### config.mk
export PLATFORM = sky130hd
export DESIGN_NAME = instr_loader
export DESIGN_NICKNAME = d
export VERILOG_FILES = /design/src/rtl/instr_loader.sv
export SDC_FILE = /design/constraint.sdc
export NUM_CORES = 1
export LEC_CHECK = 0
export ABC_AREA = 1
export CORE_MARGIN = 4
export CORE_UTILIZATION = 55
export CTS_CLUSTER_SIZE = 16
export DETAILED_ROUTE_END_ITERATION = 8
export PLACE_DENSITY = 0.75
export SLEW_MARGIN = 40
export SYNTH_ARGS = -nofsm -noshare
export SYNTH_HDL_FRONTEND = slang
export SYNTH_SLANG_ARGS = --single-unit
export TNS_END_PERCENT = 20
### constraint.sdc
create_clock -name clk_i -period 2.8 [get_ports clk_i]
set_clock_uncertainty 0.1 [all_clocks]
set_input_delay 0.28 -clock clk_i [delete_from_list [all_inputs] [get_ports clk_i]]
set_output_delay 0.28 -clock clk_i [all_outputs]
set_load 0.05 [all_outputs]
### src/rtl/instr_loader.sv
// -----------------------------------------------------------------------------
// instr_loader
//
// Write-side front end for the instruction cache. Bytes arrive over a
// valid/ready handshake from the boot/debug source (UART or test host). They
// are packed little-endian into instruction words, and each word is written
// to the cache with a one-cycle strobe at byte address n*bytes_per_word.
//
// Optional feature macro: ILOAD_CHECKSUM_EN
//   When defined, the loader keeps a running 8-bit sum of the data bytes and
//   takes one extra trailer byte after the last word. The load completes
//   (done_o) only if (sum + trailer) mod 256 == 0; otherwise error_o is set.
//   When undefined, there is no trailer byte and FLUSH goes straight to DONE.
//
// Ports
//   clk_i          in   1          system clock, rising edge
//   rst_n_i        in   1          asynchronous reset, active-low
//   start_i        in   1          start a load (sampled only in IDLE)
//   abort_i        in   1          cancel a load in progress
//   word_count_i   in   addr_wid   number of words to load (latched on start)
//   byte_valid_i   in   1          byte_i carries a valid byte
//   byte_i         in   8          stream byte
//   byte_ready_o   out  1          loader accepts a byte this cycle
//   wr_instr_en_o  out  1          one-cycle cache write strobe
//   wr_instr_o     out  instr_wid  assembled instruction word
//   wr_addr_o      out  addr_wid   byte address of the write
//   busy_o         out  1          high in every state except IDLE
//   done_o         out  1          one-cycle pulse on successful completion
//   error_o        out  1          sticky error, cleared by next accepted start
// -----------------------------------------------------------------------------
module instr_loader #(
  parameter int addr_wid       = 32,
  parameter int instr_wid      = 32,
  parameter int length         = 100,
  parameter int bytes_per_word = instr_wid >> 3
) (
  input  logic                 clk_i,
  input  logic                 rst_n_i,
  input  logic                 start_i,
  input  logic                 abort_i,
  input  logic [addr_wid-1:0]  word_count_i,
  input  logic                 byte_valid_i,
  input  logic [7:0]           byte_i,
  output logic                 byte_ready_o,
  output logic                 wr_instr_en_o,
  output logic [instr_wid-1:0] wr_instr_o,
  output logic [addr_wid-1:0]  wr_addr_o,
  output logic                 busy_o,
  output logic                 done_o,
  output logic                 error_o
);

  // Byte index needs at least one bit even for single-byte words.
  localparam int BIDX_W = (bytes_per_word > 1) ? $clog2(bytes_per_word) : 1;

  localparam logic [BIDX_W-1:0]   LAST_BIDX = BIDX_W'(bytes_per_word - 1);
  localparam logic [BIDX_W-1:0]   BIDX_ONE  = BIDX_W'(1);
  localparam logic [addr_wid-1:0] LEN_A     = addr_wid'(length);
  localparam logic [addr_wid-1:0] CNT_ONE   = addr_wid'(1);
  localparam logic [addr_wid-1:0] BPW_A     = addr_wid'(bytes_per_word);

  localparam logic [2:0] S_IDLE  = 3'd0;
  localparam logic [2:0] S_LOAD  = 3'd1;
  localparam logic [2:0] S_FLUSH = 3'd2;
  localparam logic [2:0] S_DONE  = 3'd3;
`ifdef ILOAD_CHECKSUM_EN
  localparam logic [2:0] S_CHECK = 3'd4;
`endif

  // Place byte b into byte lane idx of word w (lane 0 = bits [7:0]).
  function automatic logic [instr_wid-1:0] insert_byte(
    input logic [instr_wid-1:0] w,
    input logic [BIDX_W-1:0]    idx,
    input logic [7:0]           b
  );
    logic [instr_wid-1:0] r;
    r = w;
    for (int k = 0; k < bytes_per_word; k++) begin
      if (idx == BIDX_W'(k)) r[8*k +: 8] = b;
    end
    return r;
  endfunction

  function automatic logic count_ok(input logic [addr_wid-1:0] cnt);
    return (cnt != '0) && (cnt <= LEN_A);
  endfunction

`ifdef ILOAD_CHECKSUM_EN
  // A load is intact when the data bytes plus the trailer sum to zero mod 256.
  function automatic logic checksum_ok(input logic [7:0] sum, input logic [7:0] trailer);
    logic [7:0] total;
    total = sum + trailer;
    return (total == 8'h00);
  endfunction
`endif

  logic [2:0]           state_q,   state_d;
  logic [addr_wid-1:0]  count_q,   count_d;    // words still to complete
  logic [BIDX_W-1:0]    bidx_q,    bidx_d;     // next byte lane to fill
  logic [instr_wid-1:0] asm_q,     asm_d;      // word under assembly
  logic [addr_wid-1:0]  addr_q,    addr_d;     // address of word under assembly
  logic                 wr_en_q,   wr_en_d;
  logic [instr_wid-1:0] wr_data_q, wr_data_d;
  logic [addr_wid-1:0]  wr_addr_q, wr_addr_d;
  logic                 error_q,   error_d;
`ifdef ILOAD_CHECKSUM_EN
  logic [7:0]           sum_q,     sum_d;
`endif
  logic                 byte_ready;

  always_comb begin
    state_d    = state_q;
    count_d    = count_q;
    bidx_d     = bidx_q;
    asm_d      = asm_q;
    addr_d     = addr_q;
    wr_en_d    = 1'b0;
    wr_data_d  = wr_data_q;
    wr_addr_d  = wr_addr_q;
    error_d    = error_q;
`ifdef ILOAD_CHECKSUM_EN
    sum_d      = sum_q;
`endif
    byte_ready = 1'b0;

    case (state_q)
      S_IDLE: begin
        if (start_i) begin
          if (count_ok(word_count_i)) begin
            error_d = 1'b0;
            count_d = word_count_i;
            addr_d  = '0;
            bidx_d  = '0;
            asm_d   = '0;
`ifdef ILOAD_CHECKSUM_EN
            sum_d   = 8'h00;
`endif
            state_d = S_LOAD;
          end else begin
            error_d = 1'b1;
          end
        end
      end

      S_LOAD: begin
        // Ready is withheld during abort so the handshake never reports a
        // byte as taken when it is being discarded.
        byte_ready = ~abort_i;
        if (abort_i) begin
          bidx_d  = '0;
          asm_d   = '0;
          state_d = S_IDLE;
        end else if (byte_valid_i) begin
          asm_d = insert_byte(asm_q, bidx_q, byte_i);
`ifdef ILOAD_CHECKSUM_EN
          sum_d = sum_q + byte_i;
`endif
          if (bidx_q == LAST_BIDX) begin
            // Word complete: the strobe is registered and appears next cycle
            // while the following word may already be streaming in.
            bidx_d    = '0;
            wr_en_d   = 1'b1;
            wr_data_d = asm_d;
            wr_addr_d = addr_q;
            addr_d    = addr_q + BPW_A;
            if (count_q == CNT_ONE) begin
              state_d = S_FLUSH;
            end else begin
              count_d = count_q - CNT_ONE;
            end
          end else begin
            bidx_d = bidx_q + BIDX_ONE;
          end
        end
      end

      // The final word's strobe is on the outputs during this cycle.
      S_FLUSH: begin
        if (abort_i) begin
          state_d = S_IDLE;
        end else begin
`ifdef ILOAD_CHECKSUM_EN
          state_d = S_CHECK;
`else
          state_d = S_DONE;
`endif
        end
      end

`ifdef ILOAD_CHECKSUM_EN
      S_CHECK: begin
        byte_ready = ~abort_i;
        if (abort_i) begin
          state_d = S_IDLE;
        end else if (byte_valid_i) begin
          if (checksum_ok(sum_q, byte_i)) begin
            state_d = S_DONE;
          end else begin
            error_d = 1'b1;
            state_d = S_IDLE;
          end
        end
      end
`endif

      S_DONE: begin
        state_d = S_IDLE;
      end

      default: begin
        state_d = S_IDLE;
      end
    endcase
  end

  always_ff @(posedge clk_i or negedge rst_n_i) begin
    if (!rst_n_i) begin
      state_q   <= S_IDLE;
      count_q   <= '0;
      bidx_q    <= '0;
      asm_q     <= '0;
      addr_q    <= '0;
      wr_en_q   <= 1'b0;
      wr_data_q <= '0;
      wr_addr_q <= '0;
      error_q   <= 1'b0;
`ifdef ILOAD_CHECKSUM_EN
      sum_q     <= 8'h00;
`endif
    end else begin
      state_q   <= state_d;
      count_q   <= count_d;
      bidx_q    <= bidx_d;
      asm_q     <= asm_d;
      addr_q    <= addr_d;
      wr_en_q   <= wr_en_d;
      wr_data_q <= wr_data_d;
      wr_addr_q <= wr_addr_d;
      error_q   <= error_d;
`ifdef ILOAD_CHECKSUM_EN
      sum_q     <= sum_d;
`endif
    end
  end

  assign byte_ready_o  = byte_ready;
  assign wr_instr_en_o = wr_en_q;
  assign wr_instr_o    = wr_data_q;
  assign wr_addr_o     = wr_addr_q;
  assign busy_o        = (state_q != S_IDLE);
  assign done_o        = (state_q == S_DONE);
  assign error_o       = error_q;

endmodule

=== Word-level counts from Yosys, hierarchy flattened ===
Cells that the tools add are included.
W data, S select, Z words.

* Output and inout bits: 69
* Register bits after elaboration: 167
* Input port bits: 45

* Magnitude comparators: 1
* Add/sub/neg operators: 3
* Muxes and demuxes: 40
* Bitwise logic cells: 1
* Reduce and logical (&&, ||, !) cells: 12
* Eq/ne operators: 16

{| class="wikitable"
|+ Operator list
! kind !! number
|-
| $mux W32 || 13
|-
| $pmux W32 S2 || 3
|-
| $add A32 B3 Y32 const B || 1
|-
| $eq A32 B1 Y1 const B || 1
|-
| $le A32 B7 Y1 const B || 1
|-
| $mux W8 || 4
|-
| $reduce_bool A32 Y1 || 1
|-
| $sub A32 B1 Y32 const B || 1
|-
| $mux W3 || 6
|-
| $mux W2 || 6
|-
| $ne A2 B2 Y1 const B || 6
|-
| $ne A3 B3 Y1 const B || 3
|-
| $pmux W3 S3 || 1
|-
| $reduce_and A4 Y1 || 2
|-
| $reduce_and A7 Y1 || 1
|-
| $eq A3 B2 Y1 const B || 2
|-
| $mux W1 || 6
|-
| $reduce_and A6 Y1 || 1
|-
| $reduce_and A5 Y1 || 1
|-
| $eq A2 B2 Y1 const B || 2
|-
| $pmux W2 S2 || 1
|-
| $eq A3 B1 Y1 const B || 1
|-
| $logic_not A3 Y1 || 1
|-
| $reduce_bool A3 Y1 || 1
|-
| 7 further kinds || 7
|}

=== Longest topological paths before layout ===
* Word-level depth: 6
* Gate-level depth with buffers: 13

=== Worst setup path before layout ===
OpenSTA, ideal clock, no wires.

* Path type: flip-flop to flip-flop
* Start: reg state_q[1]
* End: reg state_q[1]
* Setup slack: 1012 ps
* Stages on the path, launching flop included: 8
* Required time: 2581 ps
* Data arrival time: 1569 ps
* Path buffers: 2
* Clock period less this slack: 1788 ps
* Path through: dfrtp_1 -> inv_2 -> nand2_1 -> buf_2 -> nor2_4 -> buf_2 -> o31ai_1 -> o21a_1

* Cells in the longest elaborated chain, start to end: 3
* Elaborated cells on any way between the ends: 10
* Classes of those cells: 7 x eq/ne; 1 x mux; 2 x reduce/logical

{| class="wikitable"
|+ RTL lines
! item !! RTL line !! RTL
|-
| start, declared || 97 || <nowiki>logic [2:0] state_q, state_d;</nowiki>
|-
| start signal, assigned || 231 || <nowiki>state_q <= state_d;</nowiki>
|-
| $eq A3 B1 Y1 / $logic_not A3 Y1 (equally long branches) || 126 || <nowiki>case (state_q)</nowiki>
|-
| $ne A3 B3 Y1 (no line) / $ne A2 B2 Y1 (equally long branches) || - ||
|-
| $reduce_and A5 Y1 (no line) || - ||
|}

Several ways; a longest one is shown, not always the timed one.
A chain may end at the register's enable or synchronous reset.

=== Worst setup path after layout ===
* Start: reg state_q[0]
* End: out busy_o

* Cells in the longest elaborated chain, start to end: 1

{| class="wikitable"
|+ RTL lines
! item !! RTL line !! RTL
|-
| $reduce_bool A3 Y1 || 250 || <nowiki>assign busy_o = (state_q != S_IDLE);</nowiki>
|-
| end, declared || 48 || <nowiki>output logic busy_o,</nowiki>
|}

Every way passes these cells.

==> flow_summary.ini <==
[status]
status = complete, no violations

[placement]
detailedPlacementHpwl_um = 16700
post_dp_cell_area_um2 = 10240
routabilityCongestion = 0.9308
placement.io_buffers = 111
dp_slack_ns = 0.3000
placed_cells_incl_taps = 1557

[die]
ios = 114
std_cell_rows = 46
initial_core_util_pct = 56.26
core-area_um2 = 15940
chipHeight_um = 135.7
design.die.area_um2 = 18420
die_w_um = 135.7

[clock_network]
postCtsResizedCells = 0
tritoncts = built
number_of_clock_buffers_inserted_by_tritoncts = 17
tritoncts_num_sinks = 162
worstSkewPairLatency_ns = 0.43
holdBufCountCts = 1
cts.path.max_buffers = 2
clock_tree.htree_level_count = 4
clock-root-buffer = sky130_fd_sc_hd__clkbuf_16
post-cts-setup-buffers = 0
clkSlewWorstSetupHoldPaths_ns = 0.07

[pwr]
cellLeakagePower_nw = 5.377
peakVddDrop_uv = 569.9
p_total_mw = 9.452
seq_power_share_pct = 34.0
cellPowerDensity_nw_per_um2 = 870.4
power.switching_fraction_pct = 43.39
power.share.combinational_pct = 40.4
internal_portion_of_total_power_mw = 5.351
power_switching_mw = 4.101
power_frac_clock_pct = 25.5

[critical_path]
reg2reg_slack_ns = 0.52
cp-end-kind = primary output
setup.worst_path.class = flop to primary output
critical_path_arrival_ns = 1.94
r2r_cells = 9
path_max_fanout = 5
start_kind = flop
crit_required_ns = 2.42
crit-reg2reg-capture = count_q[4]
critical_path.reg2reg.startpoint = state_q[1]

[synth]
synth.yosys.seq_area_share_pct = 45.19
synth_warnings = 0
syn_avg_cell_area_um2 = 7.096
synth.largest_area_cell = sky130_fd_sc_hd__dfrtp_1
post_synthesis_instance_total = 1264
fraction_of_registers_with_async_set_reset_pct = 100.0
netlist-cell-type-count = 38
area_share_of_xor_xnor_cells_in_the_synthesized_design_pct = 0.7811
yosys-top-cells-area = sky130_fd_sc_hd__dfrtp_1, sky130_fd_sc_hd__nand2_1, sky130_fd_sc_hd__o21ai_0, sky130_fd_sc_hd__nor2_1, sky130_fd_sc_hd__inv_1
synthSimpleGateAreaFrac_pct = 33.17
synth_adder_area_share_pct = 0.9764
synthesized_area_um2 = 8970
synth-seq-cells = 162
synth_compound_area_share_pct = 11.55
main_combinational_cell_family_by_area_after_synthesis = simple AND/OR/NAND/NOR gates
synthFlopType = sky130_fd_sc_hd__dfrtp_1
netlist.area_leader.share_pct = 45.19
number_of_synthesized_flops_with_an_enable_pin = 0
synth.area.mux_share_pct = 0

[layout]
layout.nets = 1413
post_route_utilization_pct = 68.11
final_area_um2 = 10860
final.fill_count = 1354
layout_commonest_cell = sky130_fd_sc_hd__nand2_1
areaGrowthSynthToFinish_pct = 21.06
post_route_cells_drive_above_1_share_pct = 5.899
antenna_cells = 0
final_cell_mix = sky130_fd_sc_hd__nand2_1, sky130_fd_sc_hd__dfrtp_1, sky130_fd_sc_hd__o21ai_0
fin_cells = 1589

[grt]
number_of_antenna_violations_at_the_first_check_in_global_routing = 0
grt.overflow.total = 0
grt_util_all_layers_pct = 26.24
vias_in_the_first_global_route = 7950
grt_start_max_net_pins = 69
grt_pass1_wl_um = 38630

[timing]
timing_worst_slew_pin_value_ns = 0.6497
setup-violations-final = 0
highest_achievable_clock_rate_mhz = 431.1
totalNegativeSetupSlack_ns = 0
rsz0062_at_grt = false
final_hold_viol_count = 0
minimum_clock_period_ns = 2.320
drv_slew = 0
slew_headroom_pct = 56.69
period_utilization_post_route_pct = 82.84
fin_ws_ns = 0.4805
final.hold.worst_slack_ns = 0.3093

[route]
total_number_of_vias = 8594
post_drt_via_cell_ratio = 5.408
route.final.wire_length_um = 23480
antenna_left = 0
wl_per_cell_um = 14.78
drtIter0Drc = 742
first_pass_iters = 6
drc = 0

[min_path]
worstHoldPathType = input pin to async pin

[job]
drv.max_cap_violation_count = 0
==> per-layer routing <==
layer | global-route usage (%) | share of wire [%]
met5 | 0 | 0
met4 | 8.679 | 2.3
met3 | 5.275 | 6.1
met2 | 43.17 | 48
met1 | 34.96 | 43
==> power groups by stage <==
stage | registers [mW] | logic, mW | clock network [mW]
final | 3.22 | 3.82 | 2.41
after detailed placement | 3.24 | 3.78 | 0
after CTS | 3.20 | 3.81 | 2.45
after global routing | 3.28 | 4.28 | 2.57
after global placement | 3.23 | 3.69 | 0
after floorplan | 3.32 | 2.69 | 0
==> critical path, cell delays in order, from the launching register on <==
cell and delay (ns):
sky130_fd_sc_hd__dfrtp_1 0.44, sky130_fd_sc_hd__nor2_2 0.28, sky130_fd_sc_hd__inv_1 0.07, sky130_fd_sc_hd__clkdlybuf4s50_1 0.71
==> worst max-delay path by stage <==
stage | startpoint | endpoint | slack [ns] | depth (start not counted)
after floorplan | state_q[1] | state_q[1] | 1.01 | 7
after CTS | state_q[0] | busy_o | 0.48 | 3
after global routing | state_q[1] | count_q[4] | 0.38 | 9
after detailed placement | word_count_i[25] | asm_q[1] | 0.30 | 12
after global placement | word_count_i[25] | asm_q[21] | 0.36 | 12
final | state_q[0] | busy_o | 0.48 | 3
==> state kept, by name, indices dropped and copies added (netlist names) <==
name / flops
addr_q: 30
count_q: 32
wr_instr_o: 32
asm_q: 32
wr_instr_en_o: 1
bidx_q: 2
state_q: 2
error_o: 1
wr_addr_o: 30
==> cell type report <==
cell class | count | area, um2 | area share, %
clock inverter | 14 | 178.9 | 1.648
multi-input combinational | 930 | 4184 | 38.53
sequential | 162 | 4054 | 37.33
clock buffer | 17 | 425.4 | 3.917
inverter | 119 | 446.7 | 4.113
timing repair buffer | 131 | 1300 | 11.97
tap | 216 | 270.3 | 2.489
==> Yosys cell counts, types with 6 or more instances <==
| cell type | n |
|---|---|
| sky130_fd_sc_hd__nand2_1 | 474 |
| sky130_fd_sc_hd__dfrtp_1 | 162 |
| sky130_fd_sc_hd__o21ai_0 | 137 |
| sky130_fd_sc_hd__nor2_1 | 119 |
| sky130_fd_sc_hd__inv_1 | 115 |
| sky130_fd_sc_hd__nand3_1 | 47 |
| sky130_fd_sc_hd__nand4_1 | 37 |
| sky130_fd_sc_hd__o21ai_1 | 22 |
| sky130_fd_sc_hd__buf_2 | 21 |
| sky130_fd_sc_hd__clkbuf_1 | 18 |
| sky130_fd_sc_hd__a21oi_1 | 16 |
| sky130_fd_sc_hd__nor3_1 | 16 |
| sky130_fd_sc_hd__buf_4 | 8 |
| sky130_fd_sc_hd__ha_1 | 7 |
| sky130_fd_sc_hd__nand3b_1 | 6 |
==> kinds of logic after synthesis <==
group,count (synthesis)
buf+inv,173
simple gates,718
other cells,1
fa+ha+maj,7
xor+xnor,8
flops,162
compound gates,195
(Power assumes the default switching activity.)
